[src/rtl/ksa_pkg.sv]
// Shared types and helpers for the pipelined Kogge-Stone subtractor.
package ksa_pkg;

    // Group propagate/generate pair for one bit position.
    typedef struct packed {
        logic p;
        logic g;
    } pg_t;

    // Ceiling log2, usable in constant expressions.
    function automatic int clog2_f(input int value);
        int r;
        r = 0;
        for (int i = 0; i < 31; i++) begin
            if ((1 << i) < value) begin
                r = i + 1;
            end
        end
        return r;
    endfunction

    // Kogge-Stone combine: hi covers the upper span, lo the span just below it.
    function automatic pg_t pg_combine(input pg_t hi, input pg_t lo);
        pg_t r;
        r.g = hi.g | (hi.p & lo.g);
        r.p = hi.p & lo.p;
        return r;
    endfunction

endpackage

[src/rtl/ksa_prefix_level.sv]
// One registered Kogge-Stone prefix level. Bit i combines with bit i-DIST
// when that bit exists; lower bits pass through. The original propagate
// vector and carry-in ride along so the output stage can form the sum.
module ksa_prefix_level
    import ksa_pkg::*;
#(
    parameter int WIDTH = 8,
    parameter int DIST  = 1
) (
    input  logic             clk,
    input  logic             rst,
    input  logic             en_i,
    input  pg_t [WIDTH-1:0]  pg_i,
    input  logic [WIDTH-1:0] p0_i,
    input  logic             c0_i,
    output pg_t [WIDTH-1:0]  pg_o,
    output logic [WIDTH-1:0] p0_o,
    output logic             c0_o
);

    pg_t [WIDTH-1:0]  pg_d;
    pg_t [WIDTH-1:0]  pg_q;
    logic [WIDTH-1:0] p0_q;
    logic             c0_q;

    genvar gi;
    generate
        for (gi = 0; gi < WIDTH; gi++) begin : g_bit
            if (gi >= DIST) begin : g_comb
                assign pg_d[gi] = pg_combine(pg_i[gi], pg_i[gi-DIST]);
            end else begin : g_pass
                assign pg_d[gi] = pg_i[gi];
            end
        end
    endgenerate

    // Level register; holds whenever the pipeline is stalled.
    always_ff @(posedge clk or posedge rst) begin
        if (rst) begin
            pg_q <= '0;
            p0_q <= '0;
            c0_q <= 1'b0;
        end else if (en_i) begin
            pg_q <= pg_d;
            p0_q <= p0_i;
            c0_q <= c0_i;
        end
    end

    assign pg_o = pg_q;
    assign p0_o = p0_q;
    assign c0_o = c0_q;

endmodule

[src/rtl/ksa_subtractor_pipe.sv]
// Pipelined Kogge-Stone subtractor: diff = a - b - bin, computed as
// a + ~b + ~bin. Stages: S0 (p/g/c0), one register per prefix level,
// then the output register. A single advance enable stalls everything.
module ksa_subtractor_pipe
    import ksa_pkg::*;
#(
    parameter int WIDTH = 8
) (
    input  logic             clk,
    input  logic             rst,
    input  logic             in_valid,
    output logic             in_ready,
    input  logic [WIDTH-1:0] a,
    input  logic [WIDTH-1:0] b,
    input  logic             bin,
    output logic             out_valid,
    input  logic             out_ready,
    output logic [WIDTH-1:0] diff,
    output logic             bout,
    output logic             ovf
);

    // Derived from WIDTH; kept local so it cannot drift out of step.
    localparam int LEVELS = clog2_f(WIDTH);

    logic adv;

    // Valid bit per stage: index 0 is S0, index k is prefix level k.
    logic [LEVELS:0] valid_q;

    // S0 registers.
    logic [WIDTH-1:0] s0_p_q;
    logic [WIDTH-1:0] s0_g_q;
    logic             s0_c0_q;

    // Stage-to-stage buses; element 0 is S0, element k is level k.
    pg_t [WIDTH-1:0]  pg_s [LEVELS+1];
    logic [WIDTH-1:0] p0_s [LEVELS+1];
    logic             c0_s [LEVELS+1];

    // Output stage.
    logic [WIDTH:0]   carry;
    logic [WIDTH-1:0] diff_d, diff_q;
    logic             bout_d, bout_q;
    logic             ovf_d, ovf_q;
    logic             out_valid_q;

    assign adv      = ~out_valid_q | out_ready;
    assign in_ready = adv;

    // Valid chain; an idle input cycle enters as a bubble.
    always_ff @(posedge clk or posedge rst) begin
        if (rst) begin
            valid_q <= '0;
        end else if (adv) begin
            valid_q <= {valid_q[LEVELS-1:0], in_valid};
        end
    end

    // S0: initial propagate/generate of a + ~b, carry-in is ~bin.
    always_ff @(posedge clk or posedge rst) begin
        if (rst) begin
            s0_p_q  <= '0;
            s0_g_q  <= '0;
            s0_c0_q <= 1'b0;
        end else if (adv) begin
            s0_p_q  <= a ^ ~b;
            s0_g_q  <= a & ~b;
            s0_c0_q <= ~bin;
        end
    end

    genvar gi;
    generate
        for (gi = 0; gi < WIDTH; gi++) begin : g_s0
            assign pg_s[0][gi].p = s0_p_q[gi];
            assign pg_s[0][gi].g = s0_g_q[gi];
        end
    endgenerate
    assign p0_s[0] = s0_p_q;
    assign c0_s[0] = s0_c0_q;

    generate
        for (gi = 0; gi < LEVELS; gi++) begin : g_level
            ksa_prefix_level #(
                .WIDTH (WIDTH),
                .DIST  (1 << gi)
            ) u_level (
                .clk  (clk),
                .rst  (rst),
                .en_i (adv),
                .pg_i (pg_s[gi]),
                .p0_i (p0_s[gi]),
                .c0_i (c0_s[gi]),
                .pg_o (pg_s[gi+1]),
                .p0_o (p0_s[gi+1]),
                .c0_o (c0_s[gi+1])
            );
        end
    endgenerate

    // After the last level G/P at bit i span bits [i:0], so each carry is one AND-OR.
    // Signed overflow follows from the carries into and out of the sign bit.
    generate
        assign carry[0] = c0_s[LEVELS];
        for (gi = 0; gi < WIDTH; gi++) begin : g_carry
            assign carry[gi+1] = pg_s[LEVELS][gi].g | (pg_s[LEVELS][gi].p & c0_s[LEVELS]);
        end
    endgenerate

    assign diff_d = p0_s[LEVELS] ^ carry[WIDTH-1:0];
    assign bout_d = ~carry[WIDTH];
    assign ovf_d  = carry[WIDTH] ^ carry[WIDTH-1];

    // Output register; holds result steady while downstream stalls.
    always_ff @(posedge clk or posedge rst) begin
        if (rst) begin
            out_valid_q <= 1'b0;
            diff_q      <= '0;
            bout_q      <= 1'b0;
            ovf_q       <= 1'b0;
        end else if (adv) begin
            out_valid_q <= valid_q[LEVELS];
            diff_q      <= diff_d;
            bout_q      <= bout_d;
            ovf_q       <= ovf_d;
        end
    end

    assign out_valid = out_valid_q;
    assign diff      = diff_q;
    assign bout      = bout_q;
    assign ovf       = ovf_q;

endmodule

[config.mk]
export PLATFORM = sky130hd
export DESIGN_NAME = ksa_subtractor_pipe
export DESIGN_NICKNAME = d
export VERILOG_FILES = /design/src/rtl/ksa_pkg.sv /design/src/rtl/ksa_prefix_level.sv /design/src/rtl/ksa_subtractor_pipe.sv
export SDC_FILE = /design/constraint.sdc
export NUM_CORES = 1
export LEC_CHECK = 0
export ABC_CLOCK_PERIOD_IN_PS = 9980
export CAP_MARGIN = 10
export CORE_UTILIZATION = 51
export CTS_BUF_LIST = sky130_fd_sc_hd__clkbuf_4 sky130_fd_sc_hd__clkbuf_8
export DETAILED_ROUTE_END_ITERATION = 12
export HOLD_SLACK_MARGIN = 0.06
export PLACE_DENSITY = 0.77
export SYNTH_ARGS = -nofsm -noshare
export SYNTH_HDL_FRONTEND = slang
export SYNTH_SLANG_ARGS = --single-unit
[constraint.sdc]
create_clock -name clk -period 9.98 [get_ports clk]
set_clock_uncertainty 0.05 [all_clocks]
set_input_delay 1.996 -clock clk [delete_from_list [all_inputs] [get_ports clk]]
set_output_delay 1.996 -clock clk [all_outputs]
set_load 0.01 [all_outputs]
==> flow_summary.ini <==
[run_status]
run_status = finished, final reports clean

[worst_hold_path]
hold_path_class = reg -> reg

[worst_setup_path]
worst_path_largest_cell_delay_ns = 0.48
crit_path_most_repeated_cell = sky130_fd_sc_hd__clkdlybuf4s50_1
end_kind = output port
max_fo_critical_path = 46
worst_setup_path_start_kind = primary input
worst_ep_arrival_time_ns = 3.49
worstSetupPathType = in -> out
critical_path.n_buffers_inverters = 4
critPathTopFamily = buffers and inverters
crit_chain = clkdlybuf4s50_1, nor2b_4, buf_4, inv_2, clkdlybuf4s50_1
cpMaxStageDelayCell = sky130_fd_sc_hd__clkdlybuf4s50_1
worst-endpoint-required_ns = 7.93

[floorplanning]
die_area_um2 = 8680
chipHeight_um = 93.2
core.rowCount = 32
die_w_um = 93.2
ioPinCount = 33
floorplan.initialDensity = 0.537
core_area_um2 = 7890

[timing]
timing.final.hold_violations = 0
slew_violations = 0
final.setup.tns_ns = 0
setup_viol_count_final = 0
rsz0062_at_grt = no
timing.max_slew.rel_slack = 0.491
fin_crit_ns = 5.53
timing.fmax_mhz = 181
worst_hold_slack_ns = 0.423
worst_pin_slew_ns = 0.763
timing.final.crit_share = 0.554

[final_layout]
drive_above_1_share = 0.0465
mostFrequentLayoutCell = sky130_fd_sc_hd__nand2_1
finish.utilization = 0.605
num-nets-final = 520
antenna_cells_inserted = 0
filler_cell_count = 697
area_growth_syn_to_layout_pct = 12.7
total_non_filler_cell_area_in_the_finished_layout_um2 = 4780
layout.cells.most_common_list = sky130_fd_sc_hd__nand2_1, sky130_fd_sc_hd__dfrtp_1, sky130_fd_sc_hd__clkdlybuf4s50_1, sky130_fd_sc_hd__a21oi_1, sky130_fd_sc_hd__o21ai_0

[clock_network]
cts.hold.buffers_added = 0
post_cts.repair.setup_buffers = 0
cts-buffers-inserted = 9
worst_setup_hold_path_clk_slew_ns = 0.09
cts.sinks = 104
cts_resized = 0
maximum_root_to_sink_buffer_count = 2
clk_latency_ns = 0.35
cts_tree = built
clockRootBuffer = sky130_fd_sc_hd__clkbuf_8
clock_tree.htree_level_count = 3

[grt]
grt_start_max_net_pins = 85
grt_first_pass_wirelength_mm = 12.8
antenna_found_initial = 0
grt_remaining_overflow = 0
grtUsageMet3 = 0.0276
use_met1 = 0.254
met2_usage_in_global_routing = 0.300
grt.busiest_layer = met2
grt_pass1_vias = 2897
grt.total_usage = 0.187

[drt]
antenna_left = 0
post-route-drc-count = 0
drt_wl_total_mm = 7.13
route.detailed.wl_per_inst_um = 11.9
drt_iter0_markers = 234
detailroute.via_count = 2970
dr.pass1.iters = 4
via_density_per_instance = 4.97

[synthesis]
post_synth_instance_area_um2 = 4240
synth.yosys.warnings = 0
synth.net_count = 496
synthesis.area_per_instance_um2 = 9.10
ys_ff_latch = 104
netlist_instances = 466
netlist-cell-type-count = 22
synth_sequential_area_ratio = 0.614

[placement]
routabilityCongestion = 0.740
detailed_place.area_um2 = 4590
numPortBuffers = 32
dp.final_hpwl_mm = 4.64

[pwr]
ir_worst_vdd_uv = 131
power_density_nw_per_um2 = 274
power_leakage_nw = 2.47
total_power_mw = 1.31

[flow_run]
max_cap_viol_count = 0
## sequential cells by signal (all words and copies together) (netlist names), 3 cells and up
name	flops
s0_p_q	8
s0_g_q	8
g_level.u_level.c0_o	3
diff	8
g_level.u_level.pg_o	45
g_level.u_level.p0_o	24
valid_q	4
## Yosys cell counts
cell,number,area share
sky130_fd_sc_hd__inv_1,9,0.0080
sky130_fd_sc_hd__buf_4,2,0.0035
sky130_fd_sc_hd__a22o_1,1,0.0021
sky130_fd_sc_hd__a311oi_1,1,0.0021
sky130_fd_sc_hd__nand3_1,17,0.020
sky130_fd_sc_hd__dfrtp_1,104,0.61
sky130_fd_sc_hd__o21ai_0,23,0.027
sky130_fd_sc_hd__nor2b_4,1,0.0032
sky130_fd_sc_hd__o21ai_1,3,0.0035
sky130_fd_sc_hd__xor2_1,7,0.014
sky130_fd_sc_hd__buf_6,3,0.0080
sky130_fd_sc_hd__ha_1,9,0.027
sky130_fd_sc_hd__inv_2,1,0.00088
sky130_fd_sc_hd__nand2_1,236,0.21
sky130_fd_sc_hd__buf_2,11,0.013
sky130_fd_sc_hd__a22oi_1,1,0.0018
sky130_fd_sc_hd__nand2b_1,1,0.0015
sky130_fd_sc_hd__nor2_1,3,0.0027
sky130_fd_sc_hd__a21o_1,1,0.0018
sky130_fd_sc_hd__a21oi_1,24,0.028
sky130_fd_sc_hd__nor4bb_1,1,0.0024
sky130_fd_sc_hd__clkbuf_1,7,0.0062
## stage by stage
| step | setup slack (ns) | std cells |
|---|---|---|
| after floorplan | 5.20 | 466 |
| after global placement | 4.44 | 581 |
| after detailed placement | 4.44 | 581 |
| after CTS | 4.44 | 597 |
| after global routing | 4.35 | 597 |
| final | 4.45 | 597 |
## final timing paths
check	startpoint	end	slack (ns)	cells after the start
max in group asynchronous	rst	valid_q[2]$_DFFE_PP0P_	6.77	3
worst min register to register	g_level[1].u_level.p0_o[4]$_DFFE_PP0P_	g_level[1].u_level.p0_o[4]$_DFFE_PP0P_	0.42	2
worst max register to register	out_valid$_DFFE_PP0P_	ovf$_DFFE_PP0P_	7.92	5
worst max-delay path	out_ready	in_ready	4.45	5
worst min-delay path	g_level[1].u_level.p0_o[4]$_DFFE_PP0P_	g_level[1].u_level.p0_o[4]$_DFFE_PP0P_	0.42	2
min in group asynchronous	rst	g_level[1].u_level.pg_o[7]$_DFFE_PP0P_	2.01	2
## area by class of cell
type,count,area (um^2),share of cell area
repair buffers,36,350,0.0734
inverters,10,40.0,0.00838
clock inverters,7,62.6,0.0131
flip-flops and latches,104,2600,0.545
clock buffers,9,124,0.0259
well taps,102,128,0.0267
multi-input cells,329,1470,0.308
## worst reg2reg max path, delay by kind of cell, from the launching register on
kind                   cells  cell delay (ns)
buffers and inverters      2             1.08
DFF                        1             0.36
AOI/OAI and AO/OA          2             0.35
and+or+nand+nor            1             0.13
## power breakdown
group / internal (mW) / leakage, nW / switching, mW
Sequential: 0.585 / 1.31 / 0.120
Combinational: 0.154 / 1.06 / 0.201
Clock: 0.114 / 0.0985 / 0.134
## cell families (layout without fill, tap and decap cells)
| kind of cell | Yosys count | count (layout) | synth area share |
|---|---|---|---|
| buffers and inverters | 33 | 62 | 0.0395 |
| flip-flops | 104 | 104 | 0.614 |
| AO/OA/AOI/OAI | 54 | 54 | 0.0667 |
| XOR/XNOR | 7 | 7 | 0.0145 |
| AND/OR/NAND/NOR | 259 | 259 | 0.239 |
| adder cells (fa/ha/maj) | 9 | 9 | 0.0266 |
## routing by layer
metal,vias to the layer above,wire length [um],share of wire
met1,1380,3560,0.50
met5,-,0,0
met2,61,3210,0.45
met4,0,145,0.020
met3,10,214,0.030
li1,1519,-,-
Note: power is estimated with default switching activity, not from simulation.
